$ cat src/rtl/fat32_dir_sector_scanner.sv
// FAT32 directory sector scanner.
//
// Consumes one 512-byte directory sector from the SD card read byte stream and
// looks for the first short (8.3) entry whose name and extension equal the
// target. Reports that entry's start cluster, size, attribute and index. It also
// flags an end-of-directory marker, which is an entry whose first byte is 0x00.
//
// Ports:
//   clk, rst          rising-edge clock, synchronous active-high reset
//   start             one-cycle pulse arming a scan (honoured only while idle)
//   target_name/ext   8.3 target, sampled on start (byte 0 in the MSBs)
//   byte_valid        byte_in strobe from the SD controller
//   byte_in           sector data byte
//   block_done        sector transfer finished strobe
//   busy              scan in progress
//   done              one-cycle completion pulse
//   match_found       a matching entry was committed this sector
//   end_of_dir        a 0x00 entry start was seen
//   entry_index       index of the matching entry
//   first_cluster     {byte21, byte20, byte27, byte26} of the match
//   file_size         little-endian bytes 28-31 of the match
//   attr              byte 11 of the match
module fat32_dir_sector_scanner #(
    parameter int unsigned MATCH_DIRS         = 0,
    parameter int unsigned ENTRIES_PER_SECTOR = 16
) (
    input  logic        clk,
    input  logic        rst,
    input  logic        start,
    input  logic [63:0] target_name,
    input  logic [23:0] target_ext,
    input  logic        byte_valid,
    input  logic [7:0]  byte_in,
    input  logic        block_done,
    output logic        busy,
    output logic        done,
    output logic        match_found,
    output logic        end_of_dir,
    output logic [3:0]  entry_index,
    output logic [31:0] first_cluster,
    output logic [31:0] file_size,
    output logic [7:0]  attr
);

    localparam logic [9:0] SectorBytes = 10'(ENTRIES_PER_SECTOR * 32);
    localparam logic [9:0] CntMax      = 10'd512;

    typedef enum logic [1:0] {StIdle, StScan, StFinish} state_e;

    state_e      state_q, state_d;
    logic [9:0]  cnt_q, cnt_d;
    logic [87:0] tgt_q, tgt_d;
    logic        mismatch_q, mismatch_d;
    logic        skip_q, skip_d;
    logic [15:0] clus_hi_q, clus_hi_d;
    logic [15:0] clus_lo_q, clus_lo_d;
    logic [31:0] size_sh_q, size_sh_d;
    logic [7:0]  attr_sh_q, attr_sh_d;
    logic        match_found_q, match_found_d;
    logic        end_of_dir_q, end_of_dir_d;
    logic [3:0]  entry_index_q, entry_index_d;
    logic [31:0] first_cluster_q, first_cluster_d;
    logic [31:0] file_size_q, file_size_d;
    logic [7:0]  attr_q, attr_d;

    logic [4:0]  off;
    logic [3:0]  idx;
    logic        take;
    logic [87:0] tgt_shift;
    logic [7:0]  cmp_byte;
    logic        byte_diff;

    assign off = cnt_q[4:0];
    assign idx = cnt_q[8:5];

    // Entries are only evaluated inside the sector window and until the first
    // match or end marker; bytes are still counted afterwards.
    assign take = byte_valid && (cnt_q < SectorBytes) && !match_found_q && !end_of_dir_q;

    // Target byte for the current offset ends up in the top byte (valid for 0-10).
    assign tgt_shift = tgt_q << {off, 3'b000};

    // A stored 0x05 in byte 0 stands for a real leading 0xE5 character.
    assign cmp_byte  = (off == 5'd0 && byte_in == 8'h05) ? 8'hE5 : byte_in;
    assign byte_diff = (cmp_byte != tgt_shift[87:80]);

    always_comb begin
        state_d         = state_q;
        cnt_d           = cnt_q;
        tgt_d           = tgt_q;
        mismatch_d      = mismatch_q;
        skip_d          = skip_q;
        clus_hi_d       = clus_hi_q;
        clus_lo_d       = clus_lo_q;
        size_sh_d       = size_sh_q;
        attr_sh_d       = attr_sh_q;
        match_found_d   = match_found_q;
        end_of_dir_d    = end_of_dir_q;
        entry_index_d   = entry_index_q;
        first_cluster_d = first_cluster_q;
        file_size_d     = file_size_q;
        attr_d          = attr_q;

        unique case (state_q)
            StIdle: begin
                if (start) begin
                    tgt_d           = {target_name, target_ext};
                    cnt_d           = '0;
                    mismatch_d      = 1'b0;
                    skip_d          = 1'b0;
                    match_found_d   = 1'b0;
                    end_of_dir_d    = 1'b0;
                    entry_index_d   = '0;
                    first_cluster_d = '0;
                    file_size_d     = '0;
                    attr_d          = '0;
                    state_d         = StScan;
                end
            end

            StScan: begin
                if (byte_valid && cnt_q != CntMax) begin
                    cnt_d = cnt_q + 10'd1;
                end
                if (take) begin
                    // Offset 0 restarts the per-entry flags, discarding any partial entry.
                    if (off == 5'd0) begin
                        if (byte_in == 8'h00) begin
                            end_of_dir_d = 1'b1;
                        end
                        mismatch_d = byte_diff;
                        skip_d     = (byte_in == 8'hE5);
                    end else if (off <= 5'd10) begin
                        mismatch_d = mismatch_q | byte_diff;
                    end

                    case (off)
                        5'd11: begin
                            attr_sh_d = byte_in;
                            if (byte_in == 8'h0F || byte_in[3] ||
                                (byte_in[4] && MATCH_DIRS == 0)) begin
                                skip_d = 1'b1;
                            end
                        end
                        5'd20: clus_hi_d[7:0]   = byte_in;
                        5'd21: clus_hi_d[15:8]  = byte_in;
                        5'd26: clus_lo_d[7:0]   = byte_in;
                        5'd27: clus_lo_d[15:8]  = byte_in;
                        5'd28: size_sh_d[7:0]   = byte_in;
                        5'd29: size_sh_d[15:8]  = byte_in;
                        5'd30: size_sh_d[23:16] = byte_in;
                        5'd31: begin
                            size_sh_d[31:24] = byte_in;
                            if (!mismatch_q && !skip_q) begin
                                match_found_d   = 1'b1;
                                entry_index_d   = idx;
                                first_cluster_d = {clus_hi_q, clus_lo_q};
                                file_size_d     = {byte_in, size_sh_q[23:0]};
                                attr_d          = attr_sh_q;
                            end
                        end
                        default: ;
                    endcase
                end
                if (block_done) begin
                    state_d = StFinish;
                end
            end

            StFinish: state_d = StIdle;

            default: state_d = StIdle;
        endcase
    end

    always_ff @(posedge clk) begin
        if (rst) begin
            state_q         <= StIdle;
            cnt_q           <= '0;
            tgt_q           <= '0;
            mismatch_q      <= 1'b0;
            skip_q          <= 1'b0;
            clus_hi_q       <= '0;
            clus_lo_q       <= '0;
            size_sh_q       <= '0;
            attr_sh_q       <= '0;
            match_found_q   <= 1'b0;
            end_of_dir_q    <= 1'b0;
            entry_index_q   <= '0;
            first_cluster_q <= '0;
            file_size_q     <= '0;
            attr_q          <= '0;
        end else begin
            state_q         <= state_d;
            cnt_q           <= cnt_d;
            tgt_q           <= tgt_d;
            mismatch_q      <= mismatch_d;
            skip_q          <= skip_d;
            clus_hi_q       <= clus_hi_d;
            clus_lo_q       <= clus_lo_d;
            size_sh_q       <= size_sh_d;
            attr_sh_q       <= attr_sh_d;
            match_found_q   <= match_found_d;
            end_of_dir_q    <= end_of_dir_d;
            entry_index_q   <= entry_index_d;
            first_cluster_q <= first_cluster_d;
            file_size_q     <= file_size_d;
            attr_q          <= attr_d;
        end
    end

    assign busy          = (state_q == StScan);
    assign done          = (state_q == StFinish);
    assign match_found   = match_found_q;
    assign end_of_dir    = end_of_dir_q;
    assign entry_index   = entry_index_q;
    assign first_cluster = first_cluster_q;
    assign file_size     = file_size_q;
    assign attr          = attr_q;

endmodule

$ cat config.mk
export PLATFORM = sky130hd
export DESIGN_NAME = fat32_dir_sector_scanner
export DESIGN_NICKNAME = d
export VERILOG_FILES = /design/src/rtl/fat32_dir_sector_scanner.sv
export SDC_FILE = /design/constraint.sdc
export NUM_CORES = 1
export LEC_CHECK = 0
export ABC_AREA = 1
export BUFFER_PORTS_ARGS = -buffer_cell sky130_fd_sc_hd__buf_4
export CAP_MARGIN = 20
export CORE_ASPECT_RATIO = 1.25
export CORE_UTILIZATION = 56
export CTS_CLUSTER_DIAMETER = 100
export CTS_CLUSTER_SIZE = 28
export DETAILED_ROUTE_END_ITERATION = 7
export PLACE_DENSITY = 0.8
export SKIP_LAST_GASP = 1
export SYNTH_ARGS = -nofsm -noshare
export SYNTH_HDL_FRONTEND = slang
export SYNTH_SLANG_ARGS = --single-unit
$ cat constraint.sdc
create_clock -name clk -period 2.8 [get_ports clk]
set_clock_uncertainty 0.05 [all_clocks]
set_input_delay 0.14 -clock clk [delete_from_list [all_inputs] [get_ports clk]]
set_output_delay 0.14 -clock clk [all_outputs]
set_load 0.005 [all_outputs]
==> results_tabular.tex <==
\begin{tabular}{lr}
\hline
Metric & Value \\
\hline
\multicolumn{2}{l}{\textbf{Floorplan}} \\
\quad Full die area & 18480 sq um \\
\quad Number of placed I/O pins & $\sim$180 \\
\quad Placement row count & 54 \\
\quad Core footprint & approximately 17000 sq um \\
\quad Die H & roughly 150 microns \\
\quad Starting density of the core & 57.41\% \\
\quad Die X & 121.8 microns \\
\multicolumn{2}{l}{\textbf{Worst hold path}} \\
\quad Hold/Removal Path Class & primary input to flip-flop \\
\quad Hold Path Depth & 4 \\
\multicolumn{2}{l}{\textbf{Global route}} \\
\quad Maximum number of pins on one net before global-route repair & between 150 and 200 \\
\quad Initial antenna violation count & 0 \\
\quad Global-route congestion overflow total & 0 \\
\quad Number of global-route vias before repair & 8920 \\
\quad First-pass GRT wire length & between 40000 and 50000 microns \\
\quad Total global routing track utilization & between 20\% and 30\% \\
\multicolumn{2}{l}{\textbf{Critical path}} \\
\quad Kind of launch point of the worst setup path & flip-flop \\
\quad Gate family responsible for the most delay along the worst path & buffers and inverters \\
\quad Worst path cell trace & ha\_1 > inv\_1 > nor2\_1 > ha\_1 > a21oi\_2 > nor2\_1 > inv\_2 > buf\_4 > nand2\_1 > a21oi\_1 \\
\quad Endpoint type of the worst setup path & flip-flop \\
\quad Crit path buf inv count & 3 \\
\quad Worst Path Class, Setup & flip-flop to flip-flop \\
\quad Slowest CP cell & sky130\_fd\_sc\_hd\_\_buf\_4 \\
\quad Number of cells on the critical path & 10 \\
\quad Arrival time at the worst endpoint & roughly 2.8 ns \\
\quad Worst EP required & 3.15 ns \\
\quad Reg2Reg Depth & 10 \\
\quad Stage delay of the slowest cell on the critical path & 0.60 ns \\
\quad Worst-path fanout max & 77 \\
\multicolumn{2}{l}{\textbf{Cells and area}} \\
\quad Filler cells & 1386 \\
\quad Commonest cells after routing, fill and taps aside & sky130\_fd\_sc\_hd\_\_nand2\_1, sky130\_fd\_sc\_hd\_\_dfxtp\_1, sky130\_fd\_sc\_hd\_\_a21oi\_1 \\
\quad Ratio of cells with drive above 1 in the final layout & 14.86\% \\
\quad Reg area & slightly below 5000 sq um \\
\quad Post-layout nets & 1694 \\
\quad Antenna diode count & 0 \\
\quad Count of placed standard cells in the final layout, fillers left out & 1812 \\
\quad Area of the multi-input gates & around 4000 sq um \\
\quad Area growth syn-to-layout & 26.22\% \\
\quad Area of all placed cells without fillers & $\sim$13000 sq um \\
\quad Commonest non-fill, non-tap cell in the layout & sky130\_fd\_sc\_hd\_\_nand2\_1 \\
\multicolumn{2}{l}{\textbf{Routing}} \\
\quad Via Count & approximately 9500 \\
\quad Post-route DRC & 0 \\
\quad Remaining antenna violation count after routing & 0 \\
\quad Wirelength, routed & between 20000 and 30000 microns \\
\quad First DRT Iteration DRCs & around 660 \\
\quad Via density & around 5.2 \\
\quad Detailed Routing Iterations Pass 1 & 5 \\
\quad Wire length per cell & between 10 and 15 microns \\
\multicolumn{2}{l}{\textbf{CTS}} \\
\quad Total number of clock tree sinks & 244 \\
\quad Post\_cts resized & 0 \\
\quad Deepest level of the CTS H-tree & 1 \\
\quad Clock tree from TritonCTS & yes \\
\quad Buffer depth of the longest clock path & 3 \\
\quad TritonCTS Buffers & 12 \\
\quad Clock-pin slew of the registers on the worst-case setup and hold paths & 0.11 ns \\
\quad Clock tree root buffer cell & sky130\_fd\_sc\_hd\_\_clkbuf\_16 \\
\quad Latest clock arrival within the worst-skew pair & 0.48 ns \\
\multicolumn{2}{l}{\textbf{Synthesis}} \\
\quad Area fraction of the dominant cell type after synthesis & a little under 50\% \\
\quad Count of synthesis-stage warnings from yosys & 0 \\
\quad Yosys reg bits & around 240 \\
\quad Register area share after synthesis & between 40 and 50\% \\
\quad Biggest area contributors in the synthesized netlist & sky130\_fd\_sc\_hd\_\_dfxtp\_1, sky130\_fd\_sc\_hd\_\_nand2\_1, sky130\_fd\_sc\_hd\_\_a21oi\_1 \\
\quad Number of distinct library cells after synthesis & 34 \\
\quad Area of the mapped netlist & 10050 sq um \\
\quad Mean Syn Cell Area & around 7.3 sq um \\
\quad Library cell with the largest summed area after synthesis & sky130\_fd\_sc\_hd\_\_dfxtp\_1 \\
\quad Net Count, Synth & roughly 1500 \\
\quad Mapped Cells & between 1000 and 1500 \\
\multicolumn{2}{l}{\textbf{STA}} \\
\quad Minimum clock period & about 2.4 ns \\
\quad TNS Setup & 0 ns \\
\quad Fmax & between 400 and 500 MHz \\
\quad Relative max-transition margin & approximately two fifths \\
\quad Setup repair after global routing missed its margin & false \\
\quad Final count of hold timing violations & 0 \\
\quad Worst-case setup margin in the final layout & 0.4007 ns \\
\quad Setup-failing EPs final & 0 \\
\quad Final-report max-slew violation count & 0 \\
\quad Tcrit/Tclk final & a little under nine tenths \\
\quad Slew at the pin with the worst max-slew slack & slightly above 0.9 ns \\
\multicolumn{2}{l}{\textbf{Placed design}} \\
\quad Placement-stage cell area & 11360 sq um \\
\quad Post-Place Setup Slack & between 0.4 and 0.5 ns \\
\quad Quantity of I/O buffers inserted on ports & 180 \\
\quad Number of instances in the placed design & 1700 \\
\quad Sum of net half-perimeters after detailed placement & roughly 17000 microns \\
\quad Weighted congestion at the end of routability-driven global placement & 0.8678 \\
\multicolumn{2}{l}{\textbf{Power and ir drop}} \\
\quad Worst ir drop on vdd & 0.4070 mV \\
\quad Leakage power summed over all cells & 0.005280 uW \\
\quad Cell Pwr Density & between 500 and 600 nW/um\^{}2 \\
\multicolumn{2}{l}{\textbf{Status}} \\
\quad Status & finished, final reports clean \\
\multicolumn{2}{l}{\textbf{Job}} \\
\quad Max-capacitance violation count & 0 \\
\hline
\end{tabular}
[cell usage after synthesis (all sizes together)]
cell    count
nand3      73
nor3       10
or2         1
xor2        2
nand4       9
buf        44
ha          5
a21oi     228
a311oi      1
nor2       51
nand2     323
clkinv      1
clkbuf     50
dfxtp     244
nor4        4
inv       162
a31oi       1
nor3b       4
o21ai     158
a211oi      3
[flip-flops by register name (all words and copies together), names as in the netlist]
signal and cells:
match_found 1, first_cluster 32, cnt_q 10, clus_lo_q 16, tgt_q 88, file_size 32
attr_sh_q 8, clus_hi_q 16, mismatch_q 1, attr 8, end_of_dir 1, state_q 2
skip_q 1, entry_index 4, size_sh_q 24
[worst register-to-register path: stages, from the launching register on]
cell and delay (ns):
sky130_fd_sc_hd__dfxtp_1 0.38, sky130_fd_sc_hd__ha_1 0.23, sky130_fd_sc_hd__inv_1 0.13, sky130_fd_sc_hd__nor2_1 0.07, sky130_fd_sc_hd__ha_1 0.20, sky130_fd_sc_hd__a21oi_2 0.21
sky130_fd_sc_hd__nor2_1 0.09, sky130_fd_sc_hd__inv_2 0.05, sky130_fd_sc_hd__buf_4 0.60, sky130_fd_sc_hd__nand2_1 0.17, sky130_fd_sc_hd__a21oi_1 0.16
[power breakdown]
group | leakage (uW) | internal [uW] | switching [uW] | total [uW]
Combinational | 0.00313 | 383 | 582 | 965
Sequential | 0.00199 | 3590 | 42.5 | 3630
Clock | 0.000165 | 844 | 1060 | 1900
Total | 0.00528 | 4820 | 1680 | 6500
[per-layer routing]
metal / share of wire, % / wire length, microns / track usage (%)
met1: 41 / 11030 / 34.29
met2: 51 / 13760 / 52.85
met3: 4.1 / 1101 / 3.069
met4: 3.7 / 993 / 12.65
met5: 0 / 0 / 0
[stage by stage]
step / hold slack (ns) / total power (uW) / utilization, %
after detailed placement: 0.3731 / 4544 / 64.94
final: 0.2072 / 6499 / 72.46
after floorplan: 0.2328 / 4272 / -
after CTS: 0.2205 / 6507 / 72.46
after global routing: 0.2700 / 6756 / 72.46
after global placement: 0.3561 / 4529 / 64.94
[final timing paths]
kind                       from             to  slack [ns]
hold / removal            start     state_q[0]        0.21
setup / recovery       cnt_q[0]   file_size[4]        0.40
hold reg to reg   size_sh_q[18]  size_sh_q[18]        0.40
setup reg to reg       cnt_q[0]   file_size[4]        0.40
[what timing repair did]
item,in CTS,in global routing
hold endpoints to repair,100,0
hold buffers,98,0
setup endpoints to repair,0,0
buffers inserted,0,0
[final cells by class]
class | instances | share of cell area (%)
Clock buffer | 13 | 2.566
Clock inverter | 1 | 0.06907
Timing Repair Buffer | 294 | 19.54
Tap cell | 224 | 2.210
Multi-Input combinational cell | 873 | 32.24
Inverter | 163 | 4.855
Sequential cell | 244 | 38.52
[cells by family (layout without fill, tap and decap cells)]
group | after synthesis | count (layout) | synth area share (%)
AND/OR/NAND/NOR | 475 | 475 | 20.20
adder cells (fa/ha/maj) | 5 | 5 | 0.6227
AO/OA/AOI/OAI | 391 | 391 | 19.64
XOR/XNOR | 2 | 2 | 0.1744
buffers and inverters | 257 | 471 | 10.74
flip-flops | 244 | 244 | 48.62
Note: power is estimated with default switching activity, not from simulation.
